==> src/rtl/noise_src.sv <==
// LFSR noise source: uniform samples or an approximate Gaussian (CLT sum), arithmetic-shift attenuated.
// One registered sample per enabled cycle (Gaussian: one per 2^SUM_LOG2); noise_en gates progress, no backpressure.
module noise_src #(
    parameter int          OUT_W    = 16,
    parameter int          SUM_LOG2 = 2,
    parameter logic [31:0] SEED     = 32'hACE1_2468
) (
    input  logic                    clk,
    input  logic                    rst,
    input  logic                    noise_en,
    input  logic                    mode,
    input  logic                    seed_load,
    input  logic [31:0]             seed_in,
    input  logic [3:0]              amp,
    output logic signed [OUT_W-1:0] noise_out,
    output logic                    noise_valid
);

    localparam int SUM_W = OUT_W + SUM_LOG2;
    localparam int CNT_W = (SUM_LOG2 > 0) ? SUM_LOG2 : 1;
    localparam int SHIFT = (SUM_LOG2 + 1) / 2;
    localparam logic [CNT_W-1:0] CNT_LAST = CNT_W'((1 << SUM_LOG2) - 1);
    localparam logic signed [SUM_W-1:0] SAT_MAX = {{(SUM_LOG2 + 1){1'b0}}, {(OUT_W - 1){1'b1}}};
    localparam logic signed [SUM_W-1:0] SAT_MIN = {{(SUM_LOG2 + 1){1'b1}}, {(OUT_W - 1){1'b0}}};

    typedef enum logic [1:0] {
        IDLE,
        UNI,
        ACC
    } state_t;

    state_t                  state_q, state_d;
    logic [31:0]             lfsr_q, lfsr_d;
    logic signed [SUM_W-1:0] sum_q, sum_d;
    logic [CNT_W-1:0]        cnt_q, cnt_d;
    logic signed [OUT_W-1:0] out_q, out_d;
    logic                    vld_q, vld_d;

    logic                    fb;
    logic signed [OUT_W-1:0] sample;
    logic signed [SUM_W-1:0] sample_ext;
    logic signed [SUM_W-1:0] base_sum;
    logic [CNT_W-1:0]        base_cnt;
    logic signed [SUM_W-1:0] acc_sum;
    logic signed [SUM_W-1:0] acc_shr;
    logic signed [OUT_W-1:0] sat_val;

    assign fb         = lfsr_q[31] ^ lfsr_q[21] ^ lfsr_q[1] ^ lfsr_q[0];
    assign sample     = lfsr_q[31 -: OUT_W];
    assign sample_ext = SUM_W'(sample);

    // Entering ACC from any other state starts a fresh sum with this cycle's sample.
    assign base_sum = (state_q == ACC) ? sum_q : '0;
    assign base_cnt = (state_q == ACC) ? cnt_q : '0;
    assign acc_sum  = base_sum + sample_ext;
    assign acc_shr  = acc_sum >>> SHIFT;

    always_comb begin
        sat_val = acc_shr[OUT_W-1:0];
        if (acc_shr > SAT_MAX) begin
            sat_val = SAT_MAX[OUT_W-1:0];
        end else if (acc_shr < SAT_MIN) begin
            sat_val = SAT_MIN[OUT_W-1:0];
        end
    end

    always_comb begin
        state_d = state_q;
        lfsr_d  = lfsr_q;
        sum_d   = sum_q;
        cnt_d   = cnt_q;
        out_d   = out_q;
        vld_d   = 1'b0;
        if (seed_load) begin
            lfsr_d  = (seed_in == 32'd0) ? SEED : seed_in;
            sum_d   = '0;
            cnt_d   = '0;
            state_d = IDLE;
        end else if (noise_en) begin
            lfsr_d = {lfsr_q[30:0], fb};
            if (!mode) begin
                state_d = UNI;
                out_d   = sample >>> amp;
                vld_d   = 1'b1;
                sum_d   = '0;
                cnt_d   = '0;
            end else begin
                state_d = ACC;
                if (base_cnt == CNT_LAST) begin
                    out_d = sat_val >>> amp;
                    vld_d = 1'b1;
                    sum_d = '0;
                    cnt_d = '0;
                end else begin
                    sum_d = acc_sum;
                    cnt_d = base_cnt + CNT_W'(1);
                end
            end
        end
    end

    always_ff @(posedge clk) begin
        if (rst) begin
            state_q <= IDLE;
            lfsr_q  <= SEED;
            sum_q   <= '0;
            cnt_q   <= '0;
            out_q   <= '0;
            vld_q   <= 1'b0;
        end else begin
            state_q <= state_d;
            lfsr_q  <= lfsr_d;
            sum_q   <= sum_d;
            cnt_q   <= cnt_d;
            out_q   <= out_d;
            vld_q   <= vld_d;
        end
    end

    assign noise_out   = out_q;
    assign noise_valid = vld_q;

endmodule

==> config.mk <==
export PLATFORM = sky130hd
export DESIGN_NAME = noise_src
export DESIGN_NICKNAME = d
export VERILOG_FILES = /design/src/rtl/noise_src.sv
export SDC_FILE = /design/constraint.sdc
export NUM_CORES = 1
export LEC_CHECK = 0
export CAP_MARGIN = 20
export CORE_UTILIZATION = 45
export CTS_CLUSTER_SIZE = 8
export DETAILED_ROUTE_END_ITERATION = 8
export PLACE_DENSITY = 0.66
export SLEW_MARGIN = 10
export SYNTH_ARGS = -nofsm -noshare
export SYNTH_HDL_FRONTEND = slang
export SYNTH_SLANG_ARGS = --single-unit
==> constraint.sdc <==
create_clock -name clk -period 10.1 [get_ports clk]
set_clock_uncertainty 0.05 [all_clocks]
set_input_delay 2.02 -clock clk [delete_from_list [all_inputs] [get_ports clk]]
set_output_delay 2.02 -clock clk [all_outputs]
set_load 0.02 [all_outputs]
After elaboration in Yosys (flattened, before gate mapping)
Index checks and enable logic that the tools add are counted.
- bits in registers: 71
- bits in latches: 0
- bits in writable memories: 0
- bits in read-only memories: 0
- input port bits: 41
- output and inout port bits: 17
- logic and storage cells: 41
- memories kept: 0
- $add $sub $neg: 2
- $mul: 0
- div/mod/pow operators: 0
- order comparisons: 2
- equal/unequal tests: 3
- shift operators: 2
- multiplexer cells: 16
- bitwise logic cells: 5
- reduce and logical (&&, ||, !) cells: 5
- operator list (cell ; count):
    $mux W32 ; 3
    $mux W16 ; 4
    $mux W18 ; 3
    $logic_not A32 Y1 ; 1
    $sshr A16 B4 Y16 ; 2
    $add A18 B16 Y18 ; 1
    $gt A17 B16 Y1 const B ; 1
    $lt A17 B16 Y1 const B ; 1
    $mux W2 ; 4
    $eq A2 B2 Y1 const B ; 2
    $reduce_and A3 Y1 ; 1
    $reduce_or A3 Y1 ; 1
    $xor A1 B1 Y1 ; 3
    $add A2 B1 Y2 const B ; 1
    $mux W1 ; 2
    $ne A2 B1 Y1 const B ; 1
    $not A1 Y1 ; 2
    $reduce_bool A2 Y1 ; 1
    $reduce_or A2 Y1 ; 1

Depth between registers and ports, before layout
Gate-level depths: netlist of run 1.
- depth after elaboration: 9
- mapped depth: 17
- depth with buffers taken out: 15

Worst setup path after synthesis of run 1
OpenSTA, ideal clock, no wires.
- kind: register to register
- start: register state_q[1]
- end: register out_q[0] (netlist: noise_out[0])
- arrival: 4.218 ns
- slack: 5.689 ns
- cell stages (with the launch flop): 18
- path buffers: 3
- cell sequence: dfxtp_1 > nor2b_1 > clkbuf_1 > nand2_1 > inv_1 > ha_1 > a211oi_2 > o211ai_1 > and3_4 > or4_4 > buf_6 > and3_4 > buf_6 > maj3_2 > mux4_2 > o21a_1 > a221oi_2 > a2111oi_1
- word-level cells in the longest chain between the ends: 9
- elaborated cells on any way between the ends: 14
- ends and longest elaborated chain (item ; RTL line ; text):
    from (decl) ; 32 ; state_t state_q, state_d;
    from (signal assigned) ; 111 ; state_q <= state_d;
    $eq A2 B2 Y1 (*) ; 53, 54 ;
    $mux W18 ; 53 ; assign base_sum = (state_q == ACC) ? sum_q : '0;
    $add A18 B16 Y18 ; 55 ; assign acc_sum = base_sum + sample_ext;
    $lt A17 B16 Y1 ; 62 ; end else if (acc_shr < SAT_MIN) begin
    $mux W16 ; 62 ;
    $mux W16 ; 60 ; if (acc_shr > SAT_MAX) begin
    $sshr A16 B4 Y16 ; 90 ; out_d = sat_val >>> amp;
    $mux W16 ; 89 ; if (base_cnt == CNT_LAST) begin
    $mux W16 ; 81 ; if (!mode) begin
    to (signal assigned) ; 115 ; out_q <= out_d;
    to (decl) ; 36 ; logic signed [OUT_W-1:0] out_q, out_d;
Mark *: on every way between the ends. The rest lies on a longest branch, timed or not. The select of a mux whose other input is x is not followed.
A chain may end at the register's enable or synchronous reset.

Worst setup path in the final report of run 1
Ends and elaborated chain as after synthesis.

==> reports/qor.yml, run 1 <==
die:
  die-width_um: 112
  coreArea_sq_mm: 0.0116
  initial_core_util: 0.469
  io_pins: 58
  die_y_um: 112
  num_rows: 39
  dieArea_sq_mm: 0.0125
hold_path:
  hp-start: "cnt_q[1]"
  hold_depth: 2
  hold_end: "cnt_q[1]"
  min_path_type: "register to register"
logic_synthesis:
  synth_compound_area_frac: 0.262
  synth-edff-count: 0
  muxShareOfSynthArea: 0.111
  async_flop_share: 0
  ys_types: 72
  synth_top_flop_cell: "dfxtp_1"
  synth_warnings: 0
  synthCells: 705
  synthXorXnorAreaFrac: 0.0210
  synth_area_sq_mm: 0.00543
  syn-num-nets: 765
  synth_top_area_frac: 0.262
  synth_top_family_by_area: "compound AO/OA/AOI/OAI gates"
  ys_seq_elements: 71
  synth_top_area_cell: "dfxtp_1"
  synthAdderAreaFrac: 0.0604
  synth_area_leaders: "dfxtp_1, nor2_1, a21oi_1"
  seq_area_frac_synth: 0.262
  syn-mean-instance-area_sq_um: 7.70
  yosys.area_share.simple: 0.232
drt:
  dr_total_vias: 5544
  ant_nets: 0
  drtIter0Drc: 517
  routed_wirelength_mm: 16.3
  avgRoutedWirePerCell_um: 18.6
  drc: 6
  vias_per_cell: 6.32
  dr.pass1.iters: 9
setup_path:
  worstPathRequired_ps: 10270
  r2r-end: "noise_out[0]"
  critPathCaptureType: "register"
  rrSetupSlack_ps: 4820
  r2r_cells: 14
  path_class: "register to register"
  cp.arrival_ps: 5450
  crit_fanout: 19
  start_kind: "register"
  crit-reg2reg-launch: "state_q[1]"
sta:
  maxSlewViolCount: 0
  max_freq_ghz: 0.189
  worstMarginPinSlew_ps: 1020
  fin_crit_ps: 5280
  rsz0062_at_grt: "false"
  finalSetupTns_ps: 0
  setup_viol: 0
  slew_headroom: 0.316
  finalCritPeriodShare: 0.523
  hold_ws_ps: 406
  hold_viol: 0
global_routing:
  grt_pass1_wl_mm: 26.4
  first_global_vias: 5053
  grt_use_total: 0.265
  antenna_found_initial: 0
  grt_max_degree: 56
  grt_overflow: 0
clock_network:
  clk_pin_slew_ps: 60
  cts_tree: "done"
  cts_sinks: 71
  cts-root-buf: "clkbuf_16"
  cts_max_level: 3
  cts_buffer_depth: 2
  cts_resized: 0
  cts_inserted_buffers: 9
  clkLatencyLatePin_ps: 340
  post_cts_buffers: 0
  cts_hold_buffers: 0
placement:
  port_buffers: 57
  placed_cell_area_sq_mm: 0.00601
  dp_hpwl_mm: 12.0
  place.gp.congestion: 0.915
power_and_ir_drop:
  total_power_mw: 0.796
  ir_drop_v: 0.0000902
  p_per_area_mw_per_mm2: 126
  cellLeakagePower_nw: 2.44
job:
  drv_cap: 0
final_layout:
  fillers: 1125
  nNetsFinal: 789
  antennaDiodeCount: 0
  areaGrowthSynthToFinish_pct: 16.0
  drive_gt1_frac: 0.0749
  final_area_sq_mm: 0.00629
run_status:
  status: "complete, but fails checks"
  violations: "design-rule violations"
-- cell usage after synthesis (all sizes together) (3+ instances only) --
cell,count
a2111o,3
a2111oi,4
a211o,4
a211oi,15
a21o,3
a21oi,67
a221oi,6
a22o,4
a22oi,15
a31oi,5
and2,26
and3,9
buf,8
clkbuf,44
dfxtp,71
ha,18
inv,18
maj3,8
mux2,14
mux2i,33
mux4,5
nand2,38
nand2b,19
nand3,15
nand4,6
nor2,102
nor2b,7
nor3,16
nor4,10
o211ai,8
o21a,4
o21ai,24
o221ai,3
o22ai,15
o2bb2ai,3
o311ai,3
o31ai,5
or3,5
xnor2,8
xor2,5
-- per-stage QoR --
stage	worst slack, ps	util	instances
floorplan	5690	-	705
global placement	5070	0.520	860
detailed placement	5030	0.520	860
CTS	5000	0.543	876
global route	4350	0.544	877
finish	4820	0.544	877
-- state kept, by name, indices dropped and copies added, names as in the netlist --
register     flops
state_q          2
noise_valid      1
sum_q           18
lfsr_q          32
noise_out       16
cnt_q            2
-- final cells by class --
| cell class | instances | area (sq um) | share of cell area |
|---|---|---|---|
| multi-input combinational | 563 | 3730 | 0.592 |
| tap | 143 | 179 | 0.0284 |
| inverter | 19 | 71.3 | 0.0113 |
| timing repair buffer | 65 | 621 | 0.0986 |
| sequential | 71 | 1420 | 0.226 |
| clock inverter | 7 | 47.5 | 0.00756 |
| clock buffer | 9 | 225 | 0.0358 |
-- worst max-delay path, cell delays in order, from the launching register on --
cell       delay [ps]
dfxtp_1           360
nor2b_1           820
nand2_1           220
inv_1             100
ha_1              250
a211oi_2          290
o211ai_1          250
and3_4            270
o211ai_1          450
nand3_1           460
o221ai_1          330
a31oi_1           150
a221oi_1          600
a221oi_2          110
a2111oi_1         440
-- worst max path at each step --
stage	end	depth (start not counted)	from	slack [ps]
2_1_floorplan	noise_out[0]	17	state_q[1]	5690
3_3_place_gp	noise_out[7]	9	noise_en	5070
3_5_place_dp	noise_out[0]	14	state_q[1]	5030
4_1_cts	noise_out[0]	14	state_q[1]	5000
5_1_grt	noise_out[0]	13	state_q[1]	4350
6_report	noise_out[0]	14	state_q[1]	4820
-- cell families after synthesis --
logic type / Yosys count
AO/OA/AOI/OAI: 211
adder cells (fa/ha/maj): 27
buffers and inverters: 71
multiplexers: 52
flip-flops: 71
AND/OR/NAND/NOR: 260
XOR/XNOR: 13
-- metal layers --
metal / vias to the layer above / global-route usage / wire, um
met5: - / 0 / 0
met4: 0 / 0.0856 / 261
met3: 26 / 0.0528 / 1070
met2: 226 / 0.427 / 7620
met1: 2638 / 0.354 / 7390
li1: 2654 / - / -
-- where the power goes --
part	switching (mW)	total (mW)	leakage (nW)	internal [mW]
sequential	0.0140	0.308	0.583	0.294
combinational	0.110	0.193	1.73	0.0827
clock	0.129	0.295	0.132	0.166
-- layout by cell type (no fill, tap or decap), types with 7 or more instances in the layout --
| master | count |
|---|---|
| clkbuf_16 | 9 |
| xnor2_1 | 8 |
| clkdlybuf4s50_1 | 55 |
| a21oi_1 | 67 |
| nand2b_1 | 19 |
| and3_1 | 7 |
| o22ai_1 | 15 |
| ha_1 | 18 |
| nand3_1 | 15 |
| o211ai_1 | 8 |
| a211oi_1 | 14 |
| nor4_1 | 10 |
| mux2_2 | 14 |
| a22oi_1 | 15 |
| buf_4 | 8 |
| nor2_1 | 102 |
| inv_1 | 18 |
| o21ai_0 | 24 |
| nand2_1 | 38 |
| dfxtp_1 | 71 |
| and2_1 | 25 |
| nor2b_1 | 7 |
| nor3_1 | 16 |
| mux2i_1 | 33 |
(Power assumes the default switching activity.)
==> run 2: changes to the inputs <==
- clock period: 10.1 -> 5.3 ns (I/O delays scaled with it)
==> reports/qor.yml, run 2 (same netlist as run 1, synthesis figures left out) <==
setup_path:
  path_cells: "nor2b_1, buf_4, and2_1, ha_1, a21oi_1, nor2b_1, or3_1, a221oi_1, nand2_1, a221oi_1, o31ai_1, a22oi_1, nor3_1, a2111oi_1"
  cp.arrival_ps: 4820
  start_kind: "register"
  r2r-end: "noise_out[0]"
  worstPathRequired_ps: 5490
  path_class: "register to register"
  crit-reg2reg-launch: "state_q[1]"
  critPathCaptureType: "register"
  max_stage_delay_ps: 660
  crit_fanout: 19
  r2r_cells: 14
  cp_slowest_cell: "a221oi_1"
  rrSetupSlack_ps: 670
final_layout:
  fin_util: 0.554
  nNetsFinal: 794
  layout_commonest_cell: "nor2_1"
  areaGrowthSynthToFinish_pct: 18.2
  layout_common_cells: "nor2_1, dfxtp_1, a21oi_1, clkdlybuf4s50_1, nand2_1"
  largest_reg_flops: 32
  drive_gt1_frac: 0.0812
  antennaDiodeCount: 0
  largest-register: "lfsr_q"
hold_path:
  min_path_type: "register to register"
  hold_end: "cnt_q[1]"
  hp-start: "cnt_q[1]"
  hold_depth: 2
clock_network:
  cts_buffer_depth: 2
  cts_inserted_buffers: 9
  clkLatencyLatePin_ps: 350
  post_cts_buffers: 0
  cts_tree: "done"
  cts_hold_buffers: 0
  cts-root-buf: "clkbuf_16"
  cts_sinks: 71
  cts_max_level: 3
  cts_resized: 0
  clk_pin_slew_ps: 60
die:
  initial_core_util: 0.469
  io_pins: 58
  die_y_um: 112
  num_rows: 39
  coreArea_sq_mm: 0.0116
  die-width_um: 112
  dieArea_sq_mm: 0.0125
drt:
  drc: 7
  vias_per_cell: 6.20
  dr_total_vias: 5466
  routed_wirelength_mm: 16.4
  ant_nets: 0
  avgRoutedWirePerCell_um: 18.6
  dr.pass1.iters: 7
  drtIter0Drc: 543
global_routing:
  grt_max_degree: 56
  grt_use_total: 0.268
  first_global_vias: 5006
  antenna_found_initial: 0
  grt_overflow: 0
  grt_pass1_wl_mm: 26.4
power_and_ir_drop:
  ir_drop_v: 0.000224
  cellLeakagePower_nw: 2.50
  p_per_area_mw_per_mm2: 262
sta:
  max_freq_ghz: 0.216
  finalCritPeriodShare: 0.874
  slew_headroom: 0.397
  maxSlewViolCount: 0
  worstMarginPinSlew_ps: 904
  rsz0062_at_grt: "false"
  setup_viol: 0
  fin_crit_ps: 4630
  hold_viol: 0
  finalSetupTns_ps: 0
placement:
  place.gp.congestion: 0.957
  port_buffers: 57
  dp_hpwl_mm: 12.1
run_status:
  status: "complete, but fails checks"
  violations: "design-rule violations"
job:
  drv_cap: 0
-- run 2: changes by cell type in the layout (fill, tap and decap cells not counted), sizes merged --
cell      change
clkinvlp      -1
bufinv        +3
clkinv        -3
buf           +5
clkbuf        +1
-- run 2: through the flow --
step | power (mW) | instances | area, sq um | setup slack [ps] | hold slack, ps
floorplan | 0.841 | 705 | 5430 | 889 | 377
global placement | 0.955 | 866 | 6060 | 882 | 394
detailed placement | 0.960 | 866 | 6060 | 787 | 395
CTS | 1.68 | 882 | 6410 | 753 | 403
global route | 1.75 | 882 | 6410 | 227 | 452
finish | 1.68 | 882 | 6410 | 666 | 402
-- run 2: critical path, delay by kind of cell (launching register included) --
| kind | cells | cell delay [ps] |
|---|---|---|
| adders and majority gates | 1 | 330 |
| buffers and inverters | 1 | 180 |
| DFF | 1 | 310 |
| AOI/OAI and AO/OA | 6 | 2360 |
| and+or+nand+nor | 6 | 1290 |
-- run 2: where the power goes --
group          internal (mW)  switching [mW]
logic                  0.159           0.210
clock network          0.475           0.245
registers              0.561          0.0269
-- run 2: area by class of cell --
class	count	area, sq um
tap	143	179
sequential	71	1420
clock buffer	10	239
multi-input combinational	563	3730
timing repair buffer	70	658
inverter	19	71.3
fill	1107	5150
clock inverter	6	115
-- run 2: worst max path at each step --
stage                     from      endpoint  slack [ps]
finish              state_q[1]  noise_out[0]         670
CTS                 state_q[1]  noise_out[0]         750
detailed placement  state_q[1]  noise_out[0]         790
global placement    state_q[1]  noise_out[2]         880
floorplan           state_q[1]  noise_out[0]         890
global route        state_q[1]  noise_out[0]         230
-- run 2: routing by layer --
| layer | track usage | up-vias | part of all wire |
|---|---|---|---|
| li1 | - | 2664 | - |
| met1 | 0.349 | 2529 | 0.44 |
| met2 | 0.425 | 241 | 0.46 |
| met3 | 0.0631 | 32 | 0.077 |
| met4 | 0.105 | 0 | 0.026 |
| met5 | 0 | - | 0 |
==> edit, RTL diff (flow settings as in run 2) <==
`OUT_W`: 16 -> 18.
--- a/src/rtl/noise_src.sv
+++ b/src/rtl/noise_src.sv
@@ -1,7 +1,7 @@
 // LFSR noise source: uniform samples or an approximate Gaussian (CLT sum), arithmetic-shift attenuated.
 // One registered sample per enabled cycle (Gaussian: one per 2^SUM_LOG2); noise_en gates progress, no backpressure.
 module noise_src #(
-    parameter int          OUT_W    = 16,
+    parameter int          OUT_W    = 18,
     parameter int          SUM_LOG2 = 2,
     parameter logic [31:0] SEED     = 32'hACE1_2468
 ) (
Interface: changed (resized noise_out); port bits go from 58 to 60. The function was not compared with the original's and may differ.
==> edit against run 2 <==
  * Hold slack got worse by 0.00075 ns
  * Sequential share of layout area decreased by 0.84 points
  * Die area is 12% higher
  * Total power up 3.6%
  * Non-clock buffer count is the same
  * Synthesized cell count grew 13%
  * Wire length up 18%
  * Worst setup slack worse by 0.022 ns
  * Sequential power rose by 6.5%
  * Critical endpoint is now noise_out[10]$_SDFFE_PP0P_
  * Design area up 9.8%
  * Sequential cell count is 4 higher
  * Area after synthesis grew 12%
  * Largest cell class unchanged
==> edit: results (changes against run 2) <==
- Outcome: completed
- Global-route usage over all layers: 28.1% (+1.3 points)
- Vias in the first global route: 5861 (+17%)
- Worst-Margin Slew: 1.02 ns (+0.118 ns)
- Initial antenna violation count: 0 (unchanged)
- Crit-path slowest cell: a221oi_1
- Hpwl dp: 14200 um (+17%)
- Port Buffers: 59 (+3.5%)
- Routed WL per cell: 19.4 um (+3.9%)
- Mapped Cells: 797 (+13%)
- Cell variety after synth: 85 (+18%)
- Pre-Repair DR Iteration Count: 6 (-1)
- DR vias: 6430 (+18%)
- Ratio of cells with drive above 1 in the final layout: 9.19% (+1.1 points)
- Largest net degree at the start of global routing: 52 (-7.1%)
- Pleak: 2.69 nW (+7.4%)
- Post-DP Area: 0.00670 mm^2 (+11%)
- Largest cells by area after synthesis: dfxtp_1 (25%), a21oi_1 (7.0%), nor2_1 (6.8%), mux2i_1 (4.8%), ha_1 (4.1%)
- DRT iter0 DRCs: 613 (+13%)
- Worst-path fanout max: 14 (-5)
- Routability cong.: 0.959 (+0.26%)
- Critical path arrival: 4.81 ns (about the same)
- Placed Cells: 986 (+14%)
- Non-filler cells, final: 1003 (+14%)
- Fin nets: 884 (+11%)
- Worst ir drop on vdd: 0.000167 V (-25%)
## edit: cell types whose count changed in the layout (fill, tap and decap cells not counted), moves of 5 or more
cell,change
o21ai_1,+7
nand2_1,+5
a21oi_1,+18
o21ai_0,+11
o2111ai_1,+7
a211oi_1,+6
nor2_1,+7
nand2b_1,-7
## edit: report_power, final
| group | switching (W) | internal [W] | total [W] |
|---|---|---|---|
| Clock | 0.000259 | 0.000428 | 0.000686 |
| Combinational | 0.000249 | 0.000177 | 0.000426 |
| Sequential | 0.0000335 | 0.000593 | 0.000626 |
## edit: path summary, 6_finish.rpt
kind / startpoint / to / slack, ns / depth (start not counted)
worst min-delay path: cnt_q[1]$_SDFFE_PP0P_ / cnt_q[1]$_SDFFE_PP0P_ / 0.40 / 2
worst max register to register: state_q[1]$_SDFFE_PP0P_ / noise_out[10]$_SDFFE_PP0P_ / 0.64 / 14
worst min register to register: cnt_q[1]$_SDFFE_PP0P_ / cnt_q[1]$_SDFFE_PP0P_ / 0.40 / 2
worst max-delay path: state_q[1]$_SDFFE_PP0P_ / noise_out[10]$_SDFFE_PP0P_ / 0.64 / 14
## edit: layout make-up
cell class              count  area [um^2]
fillers                  1261         6150
multi-input cells         642         4230
flip-flops and latches     75         1500
repair buffers             70          667
clock buffers              11          243
well taps                 176          220
inverters                  24         90.1
clock inverters             5         85.1
## edit: routing by layer
metal  GRT usage (%)  vias to the layer above  wire length (um)
met2            43.1                      349              8640
met3            6.35                       60              1700
met5               0                        -                 0
met4            13.5                        0               708
li1                -                     3029                 -
met1            37.1                     2992              8370
## edit: worst register-to-register path: stages (launching register included)
cell and delay (ns):
dfxtp_1 0.32, nor2b_1 0.38, buf_4 0.28, and2_1 0.17, ha_1 0.19, nand3_1 0.18
a211oi_1 0.52, o2111ai_1 0.22, and4_1 0.27, nor2_1 0.56, nand2_1 0.28, a221oi_1 0.60
a221oi_2 0.17, mux2i_1 0.23, a21oi_1 0.10
## edit: cell families after synthesis
family	share of synthesized area [%]
xor+xnor	2.02
buf+inv	5.45
fa+ha+maj	5.66
compound gates	30.4
flops	24.8
simple gates	21.9
mux	9.81
## edit: per-stage QoR
step / hold WS [ns] / utilization, % / worst slack [ns] / total power [W]
6_report: 0.401 / 53.4 / 0.644 / 0.00174
5_1_grt: 0.412 / 53.4 / 0.200 / 0.00181
4_1_cts: 0.404 / 53.3 / 0.738 / 0.00174
3_5_place_dp: 0.398 / 50.8 / 0.734 / 0.00105
3_3_place_gp: 0.388 / 50.8 / 0.876 / 0.00105
2_1_floorplan: 0.377 / - / 1.51 / 0.000916
